--- src/rtl/cnt_dbg_pkg.sv ---
`default_nettype none
// ============================================================================
//  Module      : cnt_dbg_pkg
//  Description : Shared types and constants for the counter debug capture
//                slice: FSM state encoding, default widths and LED bit
//                positions.
//  Revision    : 1.0  initial release
// ============================================================================
package cnt_dbg_pkg;

    // Default data/address/post-count widths.
    localparam int unsigned C_DW     = 32;
    localparam int unsigned C_AW     = 4;
    localparam int unsigned C_POST_W = 4;

    // Acquisition state machine encoding.
    typedef enum logic [1:0] {
        IDLE  = 2'd0,
        ARMED = 2'd1,
        POST  = 2'd2,
        DONE  = 2'd3
    } state_t;

    // Bit positions inside led_status.
    localparam int unsigned C_LED_HEARTBEAT = 0;
    localparam int unsigned C_LED_BUSY      = 1;
    localparam int unsigned C_LED_TRIG      = 2;
    localparam int unsigned C_LED_DONE      = 3;

endpackage
`default_nettype wire

--- src/rtl/cnt_trigger_capture_cap_ram.sv ---
`default_nettype none
// ============================================================================
//  Module      : cap_ram
//  Description : 2**AW x DW simple dual-port capture RAM. One write port,
//                one registered read port (1-cycle latency). Contents and the
//                read register are cleared by the asynchronous reset.
//  Revision    : 1.0  initial release
//
//  Ports
//    clk1   in   1    clock
//    rstn   in   1    asynchronous active-low reset
//    we     in   1    write enable
//    waddr  in   AW   write address
//    wdata  in   DW   write data
//    re     in   1    read enable (updates rdata on the next edge)
//    raddr  in   AW   read address
//    rdata  out  DW   registered read data
// ============================================================================
module cap_ram #(
    parameter int unsigned DW = 32,
    parameter int unsigned AW = 4
) (
    input  logic          clk1,
    input  logic          rstn,
    input  logic          we,
    input  logic [AW-1:0] waddr,
    input  logic [DW-1:0] wdata,
    input  logic          re,
    input  logic [AW-1:0] raddr,
    output logic [DW-1:0] rdata
);

    localparam int unsigned DEPTH = 2 ** AW;

    logic [DW-1:0] mem_q [DEPTH];
    logic [DW-1:0] rdata_q;

    always_ff @(posedge clk1 or negedge rstn) begin
        if (!rstn) begin
            for (int i = 0; i < DEPTH; i++) begin
                mem_q[i] <= '0;
            end
        end else if (we) begin
            mem_q[waddr] <= wdata;
        end
    end

    always_ff @(posedge clk1 or negedge rstn) begin
        if (!rstn) begin
            rdata_q <= '0;
        end else if (re) begin
            rdata_q <= mem_q[raddr];
        end
    end

    assign rdata = rdata_q;

endmodule
`default_nettype wire

--- src/rtl/cnt_trigger_capture.sv ---
`default_nettype none
// ============================================================================
//  Module      : cnt_trigger_capture
//  Description : Debug capture stage for the free-running oscillator counter.
//                Samples cnt_in every cycle into a circular buffer, fires a
//                masked-compare trigger, records post_cnt further samples,
//                freezes and plays the window back oldest sample first.
//  Revision    : 1.0  initial release
//
//  Ports
//    clk1        in   1       platform clock
//    rstn        in   1       asynchronous active-low reset
//    cnt_in      in   DW      counter value to observe
//    arm         in   1       start acquisition (1-cycle pulse)
//    trig_value  in   DW      compare value
//    trig_mask   in   DW      1 = bit participates in compare
//    post_cnt    in   POST_W  samples written after the trigger sample
//    rd_en       in   1       read strobe, honoured only in DONE
//    rd_data     out  DW      sample read out
//    rd_valid    out  1       rd_data valid, 1 cycle after accepted rd_en
//    rd_last     out  1       newest sample of the window
//    busy        out  1       ARMED or POST
//    triggered   out  1       sticky trigger flag, cleared by arm/reset
//    done        out  1       buffer frozen
//    led_status  out  4       {done, triggered, busy, heartbeat}
// ============================================================================
module cnt_trigger_capture
    import cnt_dbg_pkg::*;
#(
    parameter int unsigned DW     = C_DW,
    parameter int unsigned AW     = C_AW,
    parameter int unsigned POST_W = C_POST_W
) (
    input  logic              clk1,
    input  logic              rstn,
    input  logic [DW-1:0]     cnt_in,
    input  logic              arm,
    input  logic [DW-1:0]     trig_value,
    input  logic [DW-1:0]     trig_mask,
    input  logic [POST_W-1:0] post_cnt,
    input  logic              rd_en,
    output logic [DW-1:0]     rd_data,
    output logic              rd_valid,
    output logic              rd_last,
    output logic              busy,
    output logic              triggered,
    output logic              done,
    output logic [3:0]        led_status
);

    localparam logic [AW-1:0]     C_PTR_ONE  = AW'(1);
    localparam logic [POST_W-1:0] C_PCNT_ONE = POST_W'(1);

    // ------------------------------------------------------------------
    // State
    // ------------------------------------------------------------------
    state_t            state_q,     state_d;
    logic [DW-1:0]     smp_q,       smp_d;
    logic [AW-1:0]     wr_ptr_q,    wr_ptr_d;
    logic [AW-1:0]     rd_ptr_q,    rd_ptr_d;
    logic [POST_W-1:0] pcnt_q,      pcnt_d;
    logic              triggered_q, triggered_d;
    logic              rd_valid_q,  rd_valid_d;
    logic              rd_last_q,   rd_last_d;

    logic              w_hit;
    logic              w_wr_en;
    logic              w_rd_go;
    logic [DW-1:0]     w_ram_rdata;

    // Compare is made on the registered sample, i.e. the value being written.
    assign w_hit = (((smp_q ^ trig_value) & trig_mask) == '0);

    // ------------------------------------------------------------------
    // Next-state logic
    // ------------------------------------------------------------------
    always_comb begin
        smp_d       = cnt_in;
        state_d     = state_q;
        wr_ptr_d    = wr_ptr_q;
        rd_ptr_d    = rd_ptr_q;
        pcnt_d      = pcnt_q;
        triggered_d = triggered_q;
        rd_valid_d  = 1'b0;
        rd_last_d   = 1'b0;
        w_wr_en     = 1'b0;
        w_rd_go     = 1'b0;

        case (state_q)
            IDLE: begin
                if (arm) begin
                    state_d = ARMED;
                end
            end

            ARMED: begin
                w_wr_en  = 1'b1;
                wr_ptr_d = wr_ptr_q + C_PTR_ONE;
                if (w_hit) begin
                    triggered_d = 1'b1;
                    pcnt_d      = post_cnt;
                    if (post_cnt == '0) begin
                        state_d  = DONE;
                        // Oldest entry is the slot after the final write.
                        rd_ptr_d = wr_ptr_q + C_PTR_ONE;
                    end else begin
                        state_d  = POST;
                    end
                end
            end

            POST: begin
                w_wr_en  = 1'b1;
                wr_ptr_d = wr_ptr_q + C_PTR_ONE;
                pcnt_d   = pcnt_q - C_PCNT_ONE;
                if (pcnt_q == C_PCNT_ONE) begin
                    state_d  = DONE;
                    rd_ptr_d = wr_ptr_q + C_PTR_ONE;
                end
            end

            DONE: begin
                // A rearm takes priority over a coincident read strobe.
                if (arm) begin
                    state_d     = ARMED;
                    triggered_d = 1'b0;
                end else if (rd_en) begin
                    w_rd_go    = 1'b1;
                    rd_valid_d = 1'b1;
                    // Newest entry sits just before the frozen write pointer.
                    rd_last_d  = ((rd_ptr_q + C_PTR_ONE) == wr_ptr_q);
                    rd_ptr_d   = rd_ptr_q + C_PTR_ONE;
                end
            end

            default: begin
                state_d = IDLE;
            end
        endcase
    end

    // ------------------------------------------------------------------
    // Registers
    // ------------------------------------------------------------------
    always_ff @(posedge clk1 or negedge rstn) begin
        if (!rstn) begin
            state_q     <= IDLE;
            smp_q       <= '0;
            wr_ptr_q    <= '0;
            rd_ptr_q    <= '0;
            pcnt_q      <= '0;
            triggered_q <= 1'b0;
            rd_valid_q  <= 1'b0;
            rd_last_q   <= 1'b0;
        end else begin
            state_q     <= state_d;
            smp_q       <= smp_d;
            wr_ptr_q    <= wr_ptr_d;
            rd_ptr_q    <= rd_ptr_d;
            pcnt_q      <= pcnt_d;
            triggered_q <= triggered_d;
            rd_valid_q  <= rd_valid_d;
            rd_last_q   <= rd_last_d;
        end
    end

    // ------------------------------------------------------------------
    // Capture buffer
    // ------------------------------------------------------------------
    cap_ram #(
        .DW (DW),
        .AW (AW)
    ) u_cap_ram (
        .clk1  (clk1),
        .rstn  (rstn),
        .we    (w_wr_en),
        .waddr (wr_ptr_q),
        .wdata (smp_q),
        .re    (w_rd_go),
        .raddr (rd_ptr_q),
        .rdata (w_ram_rdata)
    );

    // ------------------------------------------------------------------
    // Outputs
    // ------------------------------------------------------------------
    assign rd_data   = w_ram_rdata;
    assign rd_valid  = rd_valid_q;
    assign rd_last   = rd_last_q;
    assign busy      = (state_q == ARMED) || (state_q == POST);
    assign done      = (state_q == DONE);
    assign triggered = triggered_q;

    assign led_status[C_LED_DONE]      = done;
    assign led_status[C_LED_TRIG]      = triggered;
    assign led_status[C_LED_BUSY]      = busy;
    assign led_status[C_LED_HEARTBEAT] = cnt_in[DW-1];

endmodule
`default_nettype wire

--- config.mk ---
export PLATFORM = sky130hd
export DESIGN_NAME = cnt_trigger_capture
export DESIGN_NICKNAME = d
export VERILOG_FILES = /design/src/rtl/cnt_dbg_pkg.sv /design/src/rtl/cnt_trigger_capture_cap_ram.sv /design/src/rtl/cnt_trigger_capture.sv
export SDC_FILE = /design/constraint.sdc
export NUM_CORES = 1
export LEC_CHECK = 0
export CORE_AREA = 2 2 221 277
export DETAILED_ROUTE_END_ITERATION = 10
export DIE_AREA = 0 0 223 279
export PLACE_DENSITY = 0.65
export SLEW_MARGIN = 20
export SYNTH_ARGS = -nofsm -noshare
export SYNTH_HDL_FRONTEND = slang
export SYNTH_SLANG_ARGS = --single-unit
--- constraint.sdc ---
create_clock -name clk1 -period 2.36 [get_ports clk1]
set_input_delay 0.472 -clock clk1 [delete_from_list [all_inputs] [get_ports clk1]]
set_output_delay 0.472 -clock clk1 [all_outputs]
set_load 0.01 [all_outputs]
==> flow_summary_export.csv <==
group,metric,value,unit
sta,final.period_utilization,103,%
sta,tightest_slew,0.631,ns
global_routing,grt_pass1_vias,17500,
drt,via_per_inst,5.73,
sta,fmax,0.413,GHz
final_layout,final_cell_mix,"dfrtp_1, mux2_2, clkdlybuf4s50_1, buf_4, mux4_2",
final_layout,nets,2107,
power,p_int,0.0299,W
critical_path,start_kind,"register",
die,ios,145,
clock_tree,cts_buffer_depth,3,
drt,final_antenna_net_count,0,
power,p_sw,0.0144,W
sta,finalWorstPathRequiredPeriod,2.42,ns
drt,wl_per_cell,25.0,microns
final_layout,diodes,0,
die,die-area,0.0622,sq mm
power,clock_power_share,20.9,%
critical_path,critPathCaptureType,"register",
yosys,synth_edf_count,0,
sta,setup_ws,-0.0604,ns
yosys,yosysUniqueCellTypes,47,
power,leakagePower,14.0,nW
yosys,syn_inst,1799,
drt,dr.pass1.iters,5,
global_routing,grt-ovfl-total,0,
final_layout,final_common_cell,"dfrtp_1",
placed_design,dp_slack,-0.742,ns
yosys,synth_ff_type,"dfrtp_1",
sta,finClkSkew,0.0169,ns
critical_path,path_max_fanout,4,
sta,final-hold-violation-count,0,
clock_tree,cts_root_buf,"clkbuf_16",
global_routing,grt_max_degree,83,
yosys,syn_area,0.0265,sq mm
clock_tree,clk_latency,0.63,ns
die,die_h,279,microns
placed_design,port_buffers,144,
clock_tree,cts.reportedPaths.clkPinSlew,0.07,ns
yosys,seq_area_frac_synth,55.9,%
placed_design,gp_congestion,0.797,
min_path,hold_class,"in2reg",
clock_tree,cts_sinks,593,
clock_tree,htree_levels,2,
clock_tree,cts_tree,"done",
die,placementRows,100,
yosys,ys_warn_count,0,
power,combPwrFrac,40.3,%
critical_path,path_buf_inv,2,
critical_path,crit_family,"compound AO/OA/AOI/OAI gates",
drt,drt_iter0_markers,1169,
critical_path,cp_slowest_cell,"dfrtp_2",
critical_path,worst_path_most_repeated_cell,"buf_4",
yosys,postSynthAreaPerCell,14.8,sq um
critical_path,cp.arrival,2.93,ns
critical_path,worstPathCellList,"xor2_4 -> a22oi_2 -> nand4_1 -> buf_4 -> o41ai_4 -> buf_4 -> o211ai_1 -> mux2_1",
power,seqPwrFrac,38.8,%
sta,setup_viol,5,
final_layout,syn2layout_area_growth,20.1,%
sta,slew_viol_final,0,
drt,wl,69.9,mm
drt,vias,16000,
global_routing,antenna_found_initial,0,
drt,drc,0,
die,coreArea,0.0594,sq mm
sta,timing.setup.tns,-0.126,ns
outcome,failed_checks,"negative setup slack",
clock_tree,numCtsBuffers,58,
critical_path,slowest_delay,0.44,ns
power,powerDensity,1390,mW/mm^2
sta,slew_headroom,57.8,%
final_layout,nFillCells,4819,
placed_design,dpl.hpwl,43.0,mm
critical_path,criticalPathCategory,"reg2reg",
yosys,synth_nets,1915,
sta,rsz0062_at_grt,"true",
power,ir_drop,0.000672,V
global_routing,grt_use_total,23.0,%
final_layout,drive_gt1_share,44.4,%
yosys,postSynth.asyncResetShare,100,%
job,maxCapViolations,0,
critical_path,critPathRequiredTime,2.87,ns
yosys,ys_ff_latch,593,
power,switching_share,32.4,%
global_routing,grt_first_pass_wirelength,108,mm
die,start_util,44.7,%
outcome,status,"finished with violations",
die,die-width,223,microns
[worst reg2reg max path: stages, from the launching register on]
cell and delay, ns:
dfrtp_2 0.44, xor2_4 0.24, a22oi_2 0.28, nand4_1 0.26
buf_4 0.23, o41ai_4 0.19, buf_4 0.20, o211ai_1 0.12
mux2_1 0.33
[kinds of logic (layout without fill, tap and decap cells)]
| family | Yosys count | count (layout) | share of synthesized area, % |
|---|---|---|---|
| multiplexers | 679 | 679 | 32.6 |
| flip-flops | 593 | 593 | 55.9 |
| AO/OA/AOI/OAI | 164 | 164 | 4.49 |
| buffers and inverters | 162 | 396 | 2.58 |
| AND/OR/NAND/NOR | 146 | 146 | 2.48 |
| XOR/XNOR | 43 | 43 | 1.42 |
| adder cells (fa/ha/maj) | 12 | 12 | 0.566 |
[path summary, 6_finish.rpt]
check | startpoint | to | slack, ns | cells past startpoint
setup / recovery | smp_q[15]$_DFF_PN0_ | state_q[0]$_DFFE_PN0P_ | -0.06 | 8
hold / removal | cnt_in[15] | smp_q[15]$_DFF_PN0_ | 0.27 | 1
setup reg to reg | smp_q[15]$_DFF_PN0_ | state_q[0]$_DFFE_PN0P_ | -0.06 | 8
hold reg to reg | u_cap_ram.rdata[0]$_DFFE_PN0P_ | u_cap_ram.rdata[0]$_DFFE_PN0P_ | 0.48 | 2
max in group asynchronous | rstn | u_cap_ram.mem_q[109]$_DFFE_PN0P_ | 1.21 | 4
min in group asynchronous | rstn | u_cap_ram.mem_q[246]$_DFFE_PN0P_ | 0.33 | 2
[routing by layer]
metal	track usage [%]	vias up	share of wire (%)	wire length (microns)
li1	-	6997	-	-
met1	31.0	8602	43	30300
met2	38.4	355	49	34500
met3	3.87	92	4.5	3130
met4	6.97	0	2.8	1970
met5	0	-	0	0
[cell type report]
class	instances	area [sq um]	area share, %
Inverter	9	33.8	0.106
Clock inverter	14	149	0.467
Clock buffer	88	1750	5.50
Sequential cell	593	14900	46.6
Tap cell	765	957	3.00
Timing Repair Buffer	285	2950	9.26
Multi-Input combinational cell	1044	11200	35.1
[state kept, by name, indices dropped and copies added (netlist names)]
signal	count
pcnt_q	4
rd_last	1
rd_ptr_q	4
rd_valid	1
smp_q	32
state_q	2
triggered	1
u_cap_ram.mem_q	512
u_cap_ram.rdata	32
wr_ptr_q	4
[power groups by stage]
stage,clock [W],combinational [W],sequential [W]
CTS,0.00947,0.0179,0.0171
global placement,0,0.0173,0.0169
floorplan,0,0.0124,0.0165
finish,0.00925,0.0179,0.0172
detailed placement,0,0.0177,0.0173
global route,0.00989,0.0192,0.0177
[metrics by stage]
stage / instance area, sq um / hold slack, ns / total power (W) / std cells / utilization [%]
floorplan: 26500 / 0.176 / 0.0289 / 1799 / -
global placement: 29800 / 0.392 / 0.0343 / 2690 / 50.2
detailed placement: 29800 / 0.393 / 0.0350 / 2690 / 50.2
CTS: 31800 / 0.241 / 0.0444 / 2797 / 53.5
global route: 31900 / 0.252 / 0.0468 / 2798 / 53.6
finish: 31900 / 0.272 / 0.0443 / 2798 / 53.6
[synthesized netlist by cell type, types with 2 or more instances]
master       n  area, sq um
o21ai_0     27          135
mux2_2     513         5780
o2111ai_1    2         17.5
nand2_1     95          357
buf_4       10         75.1
nor2_1       4         15.0
a211oi_1    32          240
buf_2       25          125
mux2_1       3         33.8
mux2i_1     67          671
xnor2_1      6         52.6
o221ai_1    10         87.6
nand4_1      8         50.1
o22ai_1     22          138
ha_1        12          150
mux4_2      96         2160
nand3_1     12         60.1
nor2b_1      2         12.5
o31ai_1     10         75.1
nand2b_1     3         18.8
and2_1      10         62.6
a31o_2      22          193
dfrtp_1    593        14800
clkbuf_1    94          353
buf_1       23         86.3
a22oi_2      3         37.5
a21oi_1     10         50.1
inv_1        9         33.8
nor3_1       5         25.0
a31oi_1      4         25.0
o2bb2ai_1    2         17.5
xor2_1      37          324
a22oi_1     14          105
[repair_timing]
item	in CTS	in global routing
gates resized for setup	10	17
hold buffers	1	0
endpoints found under the hold margin	29	0
buffers inserted	4	2
endpoints found under the setup margin	15	13
pin swaps	4	5
Power figures use the tool's default switching activity.
